<file path="src/rtl/circ_buffer_ctrl_pkg.sv">
// Shared types and width helpers for the circular column buffer controller.
package circ_buffer_ctrl_pkg;

    typedef enum logic [1:0] {
        StIdle  = 2'd0,
        StRun   = 2'd1,
        StDrain = 2'd2
    } state_e;

    function automatic int unsigned ptr_width(input int unsigned columns);
        return $clog2(columns);
    endfunction

    function automatic int unsigned count_width(input int unsigned columns);
        return $clog2(columns + 1);
    endfunction

endpackage

</file>
<file path="src/rtl/circ_buffer_ctrl_if.sv">
// Producer/consumer handshake and buffer-side control bundle for circ_buffer_ctrl.
interface circ_buffer_ctrl_if
    import circ_buffer_ctrl_pkg::*;
#(
    parameter int unsigned COLUMNS = 32
);
    localparam int unsigned AW = ptr_width(COLUMNS);
    localparam int unsigned CW = count_width(COLUMNS);

    logic          start;
    logic          stop;
    logic          wr_valid;
    logic          wr_ready;
    logic          rd_ready;
    logic          rd_valid;
    logic          write_en;
    logic          read_en;
    logic [AW-1:0] write_ptr;
    logic [AW-1:0] read_ptr;
    logic [CW-1:0] count;
    logic          full;
    logic          empty;
    logic          busy;

    modport master (
        output start, stop, wr_valid, rd_ready,
        input  wr_ready, rd_valid, write_en, read_en, write_ptr, read_ptr, count, full, empty,
               busy
    );

    modport slave (
        input  start, stop, wr_valid, rd_ready,
        output wr_ready, rd_valid, write_en, read_en, write_ptr, read_ptr, count, full, empty,
               busy
    );

endinterface

</file>
<file path="src/rtl/circ_ptr_advance.sv">
// Wrap-around column pointer: advances by STEP per strobe with exact modulo-COLUMNS wrap.
module circ_ptr_advance
    import circ_buffer_ctrl_pkg::*;
#(
    parameter int unsigned COLUMNS = 32,
    parameter int unsigned STEP    = 1
) (
    input  logic                            i_clk,
    input  logic                            i_rst,
    input  logic                            i_clear,
    input  logic                            i_advance,
    output logic [ptr_width(COLUMNS)-1:0]   o_ptr
);
    localparam int unsigned AW = ptr_width(COLUMNS);
    localparam logic [AW:0] ColsW = (AW+1)'(COLUMNS);
    localparam logic [AW:0] StepW = (AW+1)'(STEP);

    logic [AW-1:0] r_ptr;
    logic [AW:0]   w_sum;
    logic [AW:0]   w_wrapped;
    logic          w_unused_msb;

    // One extra bit so ptr+STEP never aliases before the wrap compare.
    always_comb begin
        w_sum     = {1'b0, r_ptr} + StepW;
        w_wrapped = (w_sum >= ColsW) ? (w_sum - ColsW) : w_sum;
    end

    assign w_unused_msb = w_wrapped[AW];

    always_ff @(posedge i_clk) begin
        if (i_rst || i_clear) begin
            r_ptr <= '0;
        end else if (i_advance) begin
            r_ptr <= w_wrapped[AW-1:0];
        end
    end

    assign o_ptr = r_ptr;

endmodule

</file>
<file path="src/rtl/circ_buffer_ctrl.sv">
// Circular column buffer controller: run/drain schedule, occupancy count and handshakes.
module circ_buffer_ctrl
    import circ_buffer_ctrl_pkg::*;
#(
    parameter int unsigned COLUMNS   = 32,
    parameter int unsigned PAR_WRITE = 4,
    parameter int unsigned PAR_READ  = 1
) (
    input  logic              i_clk,
    input  logic              i_rst,
    circ_buffer_ctrl_if.slave bus
);
    localparam int unsigned AW = ptr_width(COLUMNS);
    localparam int unsigned CW = count_width(COLUMNS);
    localparam logic [CW:0] ColsW = (CW+1)'(COLUMNS);
    localparam logic [CW:0] PwW   = (CW+1)'(PAR_WRITE);
    localparam logic [CW:0] PrW   = (CW+1)'(PAR_READ);

    state_e        r_state;
    logic [CW-1:0] r_count;

    logic          w_wr_ready;
    logic          w_rd_valid;
    logic          w_write_en;
    logic          w_read_en;
    logic          w_clear;
    logic [CW:0]   w_count_ext;
    logic [CW:0]   w_count_nxt;
    logic          w_unused_msb;
    logic [AW-1:0] w_write_ptr;
    logic [AW-1:0] w_read_ptr;

    // Handshakes depend only on registered state, never on the partner's valid/ready.
    always_comb begin
        w_count_ext = {1'b0, r_count};
        w_wr_ready  = (r_state == StRun) && ((ColsW - w_count_ext) >= PwW);
        w_rd_valid  = (r_state != StIdle) && (w_count_ext >= PrW);
        w_write_en  = bus.wr_valid && w_wr_ready;
        w_read_en   = w_rd_valid && bus.rd_ready;
        w_count_nxt = w_count_ext + (w_write_en ? PwW : '0) - (w_read_en ? PrW : '0);
        // Unreadable remainder (incl. zero) ends the drain and is discarded.
        w_clear     = (r_state == StDrain) && (w_count_ext < PrW);
    end

    assign w_unused_msb = w_count_nxt[CW];

    always_ff @(posedge i_clk) begin
        if (i_rst) begin
            r_state <= StIdle;
            r_count <= '0;
        end else begin
            case (r_state)
                StIdle:  if (bus.start) r_state <= StRun;
                StRun:   if (bus.stop) r_state <= StDrain;
                StDrain: if (w_clear) r_state <= StIdle;
                default: r_state <= StIdle;
            endcase
            r_count <= w_clear ? '0 : w_count_nxt[CW-1:0];
        end
    end

    circ_ptr_advance #(
        .COLUMNS (COLUMNS),
        .STEP    (PAR_WRITE)
    ) u_wr_ptr (
        .i_clk     (i_clk),
        .i_rst     (i_rst),
        .i_clear   (w_clear),
        .i_advance (w_write_en),
        .o_ptr     (w_write_ptr)
    );

    circ_ptr_advance #(
        .COLUMNS (COLUMNS),
        .STEP    (PAR_READ)
    ) u_rd_ptr (
        .i_clk     (i_clk),
        .i_rst     (i_rst),
        .i_clear   (w_clear),
        .i_advance (w_read_en),
        .o_ptr     (w_read_ptr)
    );

    assign bus.wr_ready  = w_wr_ready;
    assign bus.rd_valid  = w_rd_valid;
    assign bus.write_en  = w_write_en;
    assign bus.read_en   = w_read_en;
    assign bus.write_ptr = w_write_ptr;
    assign bus.read_ptr  = w_read_ptr;
    assign bus.count     = r_count;
    assign bus.full      = (r_count == ColsW[CW-1:0]);
    assign bus.empty     = (r_count == '0);
    assign bus.busy      = (r_state != StIdle);

endmodule
</file>
<file path="src/flat_wrapper.sv">
// flat-port wrapper written by rule: the top's interface ports become plain ports
module circ_buffer_ctrl_flat import circ_buffer_ctrl_pkg::*;
#(
    parameter int unsigned COLUMNS   = 32,
    parameter int unsigned PAR_WRITE = 4,
    parameter int unsigned PAR_READ  = 1
)
  (i_clk, i_rst, bus_start, bus_stop, bus_wr_valid, bus_rd_ready, bus_wr_ready, bus_rd_valid, bus_write_en, bus_read_en, bus_write_ptr, bus_read_ptr, bus_count, bus_full, bus_empty, bus_busy);
  circ_buffer_ctrl_if #(.COLUMNS(COLUMNS)) bus_i ();
  input  logic i_clk;
  input  logic i_rst;
  input wire logic [$bits(bus_i.start)-1:0] bus_start;
  input wire logic [$bits(bus_i.stop)-1:0] bus_stop;
  input wire logic [$bits(bus_i.wr_valid)-1:0] bus_wr_valid;
  input wire logic [$bits(bus_i.rd_ready)-1:0] bus_rd_ready;
  output wire logic [$bits(bus_i.wr_ready)-1:0] bus_wr_ready;
  output wire logic [$bits(bus_i.rd_valid)-1:0] bus_rd_valid;
  output wire logic [$bits(bus_i.write_en)-1:0] bus_write_en;
  output wire logic [$bits(bus_i.read_en)-1:0] bus_read_en;
  output wire logic [$bits(bus_i.write_ptr)-1:0] bus_write_ptr;
  output wire logic [$bits(bus_i.read_ptr)-1:0] bus_read_ptr;
  output wire logic [$bits(bus_i.count)-1:0] bus_count;
  output wire logic [$bits(bus_i.full)-1:0] bus_full;
  output wire logic [$bits(bus_i.empty)-1:0] bus_empty;
  output wire logic [$bits(bus_i.busy)-1:0] bus_busy;
  assign bus_i.start = bus_start;
  assign bus_i.stop = bus_stop;
  assign bus_i.wr_valid = bus_wr_valid;
  assign bus_i.rd_ready = bus_rd_ready;
  assign bus_wr_ready = bus_i.wr_ready;
  assign bus_rd_valid = bus_i.rd_valid;
  assign bus_write_en = bus_i.write_en;
  assign bus_read_en = bus_i.read_en;
  assign bus_write_ptr = bus_i.write_ptr;
  assign bus_read_ptr = bus_i.read_ptr;
  assign bus_count = bus_i.count;
  assign bus_full = bus_i.full;
  assign bus_empty = bus_i.empty;
  assign bus_busy = bus_i.busy;
  circ_buffer_ctrl #(.COLUMNS(COLUMNS), .PAR_WRITE(PAR_WRITE), .PAR_READ(PAR_READ)) u_core (.i_clk(i_clk), .i_rst(i_rst), .bus(bus_i));
endmodule
</file>
<file path="config.mk">
export PLATFORM = sky130hd
export DESIGN_NAME = circ_buffer_ctrl_flat
export DESIGN_NICKNAME = d
export VERILOG_FILES = /design/src/rtl/circ_buffer_ctrl_pkg.sv /design/src/rtl/circ_buffer_ctrl_if.sv /design/src/rtl/circ_ptr_advance.sv /design/src/rtl/circ_buffer_ctrl.sv /design/src/flat_wrapper.sv
export SDC_FILE = /design/constraint.sdc
export NUM_CORES = 1
export LEC_CHECK = 0
export ABC_AREA = 0
export ABC_CLOCK_PERIOD_IN_PS = 2950
export BUFFER_PORTS_ARGS = -buffer_cell sky130_fd_sc_hd__buf_2
export CORE_MARGIN = 2
export CORE_UTILIZATION = 51
export DETAILED_ROUTE_END_ITERATION = 10
export GPL_TIMING_DRIVEN = 0
export PLACE_DENSITY = 0.78
export SYNTH_ARGS = -nofsm -noshare
export SYNTH_HDL_FRONTEND = slang
export SYNTH_SLANG_ARGS = --single-unit
export TNS_END_PERCENT = 30
</file>
<file path="constraint.sdc">
create_clock -name i_clk -period 2.95 [get_ports i_clk]
set_clock_uncertainty 0.05 [all_clocks]
set_input_delay 0.7375 -clock i_clk [delete_from_list [all_inputs] [get_ports i_clk]]
set_output_delay 0.7375 -clock i_clk [all_outputs]
set_load 0.02 [all_outputs]
</file>
==> results.toml <==
[power_and_ir_drop]
power_frac_clock = 0.132
cellPowerDensity_nw_per_um2 = 867
power.net_switching_uw = 493
seq_power_share = 0.289
p_int_uw = 593
power_mw = 1.09
power.switching_fraction = 0.454
static-leakage-power_nw = 0.606
vdd.ir_drop.worst_mv = 0.563
power.combinational.fraction = 0.579

[clock_network]
cts_max_level = 1
path_clk_slew_ns = 0.10
tritoncts = "built"
cts_post_setup_buffers_inserted = 0
clk_root_buffer_cell = "sky130_fd_sc_hd__clkbuf_4"
holdBufCountCts = 0
insertion_delay_ns = 0.28
cts.sinks = 16
cts-buffers-inserted = 3
clock_path_buffers = 2

[worst_setup_path]
crit_cells = 12
cp_top_family = "compound AO/OA/AOI/OAI gates"
crit_path_start_kind = "register"
worstReg2RegStart = "u_core.bus.count[3]"
r2r_cells = 12
setup.reg_to_reg.worst_slack_ns = 0.21
critical_path.slowest_cell = "sky130_fd_sc_hd__dfxtp_1"
cp.arrival_ns = 2.87
worst-endpoint-required_ns = 3.08
regToRegEndpoint = "u_core.bus.count[4]"
crit_start = "u_core.bus.count[3]"
timing.critical_path.to_type = "register"
critPathKind = "reg2reg"
cp_cell_sequence = "inv_1 -> ha_1 -> a32oi_1 -> a31oi_4 -> inv_1 -> ha_1 -> inv_1 -> ha_1 -> a21o_1 -> a21oi_1 -> xnor2_1 -> nor2_1"
worstPathMaxFanout = 7
slowest_delay_ns = 0.50
cp.buffers_inverters = 3
worstSetupEndpoint = "u_core.bus.count[4]"

[detailed_routing]
highest-signal-layer = "met4"
detail_route.wl_per_cell_um = 11.5
detailroute.via_count = 865
wirelength_um = 1980
wl_met2_um = 1010
routed-wl-met3_um = 66
vias_per_cell = 5.03
met1Wirelength_um = 892
initialDrtViolationCount = 10
drc = 0
detail-route-antenna-nets = 0
detailedRoute.firstPassIterationCount = 4

[global_routing]
global_route.overflow_total = 0
first_global_vias = 799
grt_antenna_before_repair = 0
grtUsageTotal = 0.181
global_route_wire_length_before_repair_um = 3400
grt_max_degree = 11

[timing]
fin_hold_ws_ns = 0.421
setup_repair_after_global_routing_missed_its_margin = "false"
period_share = 0.928
worst_slew_margin_rel = 0.657
max_freq_mhz = 365
tightestPinTransition_ns = 0.512
finalSetupViolations = 0
final_max_slew_viol_count = 0
finalHoldViolations = 0
finalSetupTns_ns = 0
min_period_ns = 2.74

[floorplan]
die_width_um = 49.1
dieHeight_um = 49.1
floorplan.initialDensity = 0.534
die_area_um2 = 2410
io-pin-count = 29
fp-row-count = 16
core-area_um2 = 1940

[synthesis]
synth.top_cells.by_count = "sky130_fd_sc_hd__dfxtp_1 (16), sky130_fd_sc_hd__inv_1 (14), sky130_fd_sc_hd__nand2_1 (13)"
syn-cell-area_um2 = 1040
synth_largest_area_cell = "sky130_fd_sc_hd__dfxtp_1"
synth-edff-count = 0
synth_async_sr_flop_share = 0
synth.yosys.seq_area_share = 0.309
ys_seq_elements = 16
synth_cells = 114
synth_warnings = 0
synthMostInstantiatedCell = "sky130_fd_sc_hd__dfxtp_1"
synth_top_area_share = 0.309
ys_types = 34
postSynthAreaPerCell_um2 = 9.09
synthTopCellsByArea = "sky130_fd_sc_hd__dfxtp_1 (31%), sky130_fd_sc_hd__ha_1 (14%), sky130_fd_sc_hd__mux2i_1 (6.8%)"
synth_ff_type = "sky130_fd_sc_hd__dfxtp_1"

[place]
gp_congestion = 0.755
dpl.hpwl_um = 1600
port_buffers = 26

[finish]
nets = 165
layout-drive-gt1-share = 0.276
antenna_diode_count = 0
fin_util = 0.646
area_growth_from_synthesis_to_layout_pct = 21.0

[status]
outcome = "finished, final reports clean"

[run]
cap_violations = 0

[worst_hold_path]
hold_class = "reg2reg"
worst_hold_path.num_cells = 2
per-layer routing:
metal | global-route usage | up-vias
li1 | - | 448
met1 | 0.228 | 397
met2 | 0.313 | 18
met3 | 0.0215 | 2
met4 | 0.0714 | 0
met5 | 0 | -
through the flow:
step / worst slack [ns] / instance area [um^2] / std cells
finish: 0.212 / 1250 / 172
global route: 0.0196 / 1250 / 172
CTS: 0.154 / 1240 / 172
detailed placement: 0.166 / 1200 / 168
global placement: 0.218 / 1200 / 168
floorplan: 0.0969 / 1040 / 115
logic make-up after synthesis:
logic type | after synthesis | share of synthesized area
and+or+nand+nor | 39 | 0.182
DFF | 16 | 0.309
AOI/OAI and AO/OA | 17 | 0.169
xor gates and xnor gates | 4 | 0.0338
other | 1 | 0.00362
buffers and inverters | 17 | 0.0700
muxes | 7 | 0.0676
adders and majority gates | 13 | 0.164
power by group through the flow:
stage               logic (mW)  registers [mW]  clock network (mW)
finish                   0.629           0.314               0.144
global route             0.709           0.322               0.157
CTS                      0.619           0.311               0.152
detailed placement       0.615           0.317                   0
global placement         0.596           0.313                   0
floorplan                0.449           0.345                   0
cell usage in the layout (no fill, tap or decap), drive strengths merged, types with 4 or more instances in the layout:
master and n:
and2 5, buf 29, clkbuf 4, dfxtp 16
ha 12, inv 14, mux2i 7, nand2 13
nand2b 4, nor2 9
cell type report:
| type | instances | area [um^2] |
|---|---|---|
| Timing Repair Buffer | 26 | 130 |
| Buffer | 3 | 20.0 |
| Multi-Input combinational cell | 82 | 661 |
| Clock buffer | 4 | 36.3 |
| Inverter | 14 | 52.6 |
| Sequential cell | 16 | 320 |
| Fill cell | 193 | 688 |
| Tap cell | 27 | 33.8 |
worst register-to-register path, delay by kind of cell, from the launching register on:
kind | cells | cell delay, ns
buffers and inverters | 3 | 0.29
AO/OA/AOI/OAI | 4 | 0.91
adder cells (fa/ha/maj) | 3 | 0.68
XOR/XNOR | 1 | 0.14
AND/OR/NAND/NOR | 1 | 0.06
flip-flops | 1 | 0.50
repair_timing:
action / CTS / global route
endpoints found under the hold margin: 0 / 0
endpoints found under the setup margin: 0 / 1
gates resized for setup: 0 / 2
registers in the layout, indices dropped and copies added (netlist names):
| register | count |
|---|---|
| u_core.bus.count | 6 |
| u_core.r_state | 2 |
| u_core.u_rd_ptr.o_ptr | 5 |
| u_core.u_wr_ptr.o_ptr | 3 |
worst min-delay path by stage:
stage,to,slack [ns],start
3_3_place_gp,u_core.u_rd_ptr.o_ptr[4],0.40,u_core.u_rd_ptr.o_ptr[4]
6_report,u_core.u_wr_ptr.o_ptr[4],0.42,u_core.u_wr_ptr.o_ptr[4]
2_1_floorplan,u_core.r_state[0],0.39,u_core.r_state[1]
5_1_grt,u_core.u_rd_ptr.o_ptr[4],0.46,u_core.u_rd_ptr.o_ptr[4]
3_5_place_dp,u_core.u_wr_ptr.o_ptr[4],0.41,u_core.u_wr_ptr.o_ptr[4]
4_1_cts,u_core.u_wr_ptr.o_ptr[4],0.43,u_core.u_wr_ptr.o_ptr[4]
Power figures use the tool's default switching activity.
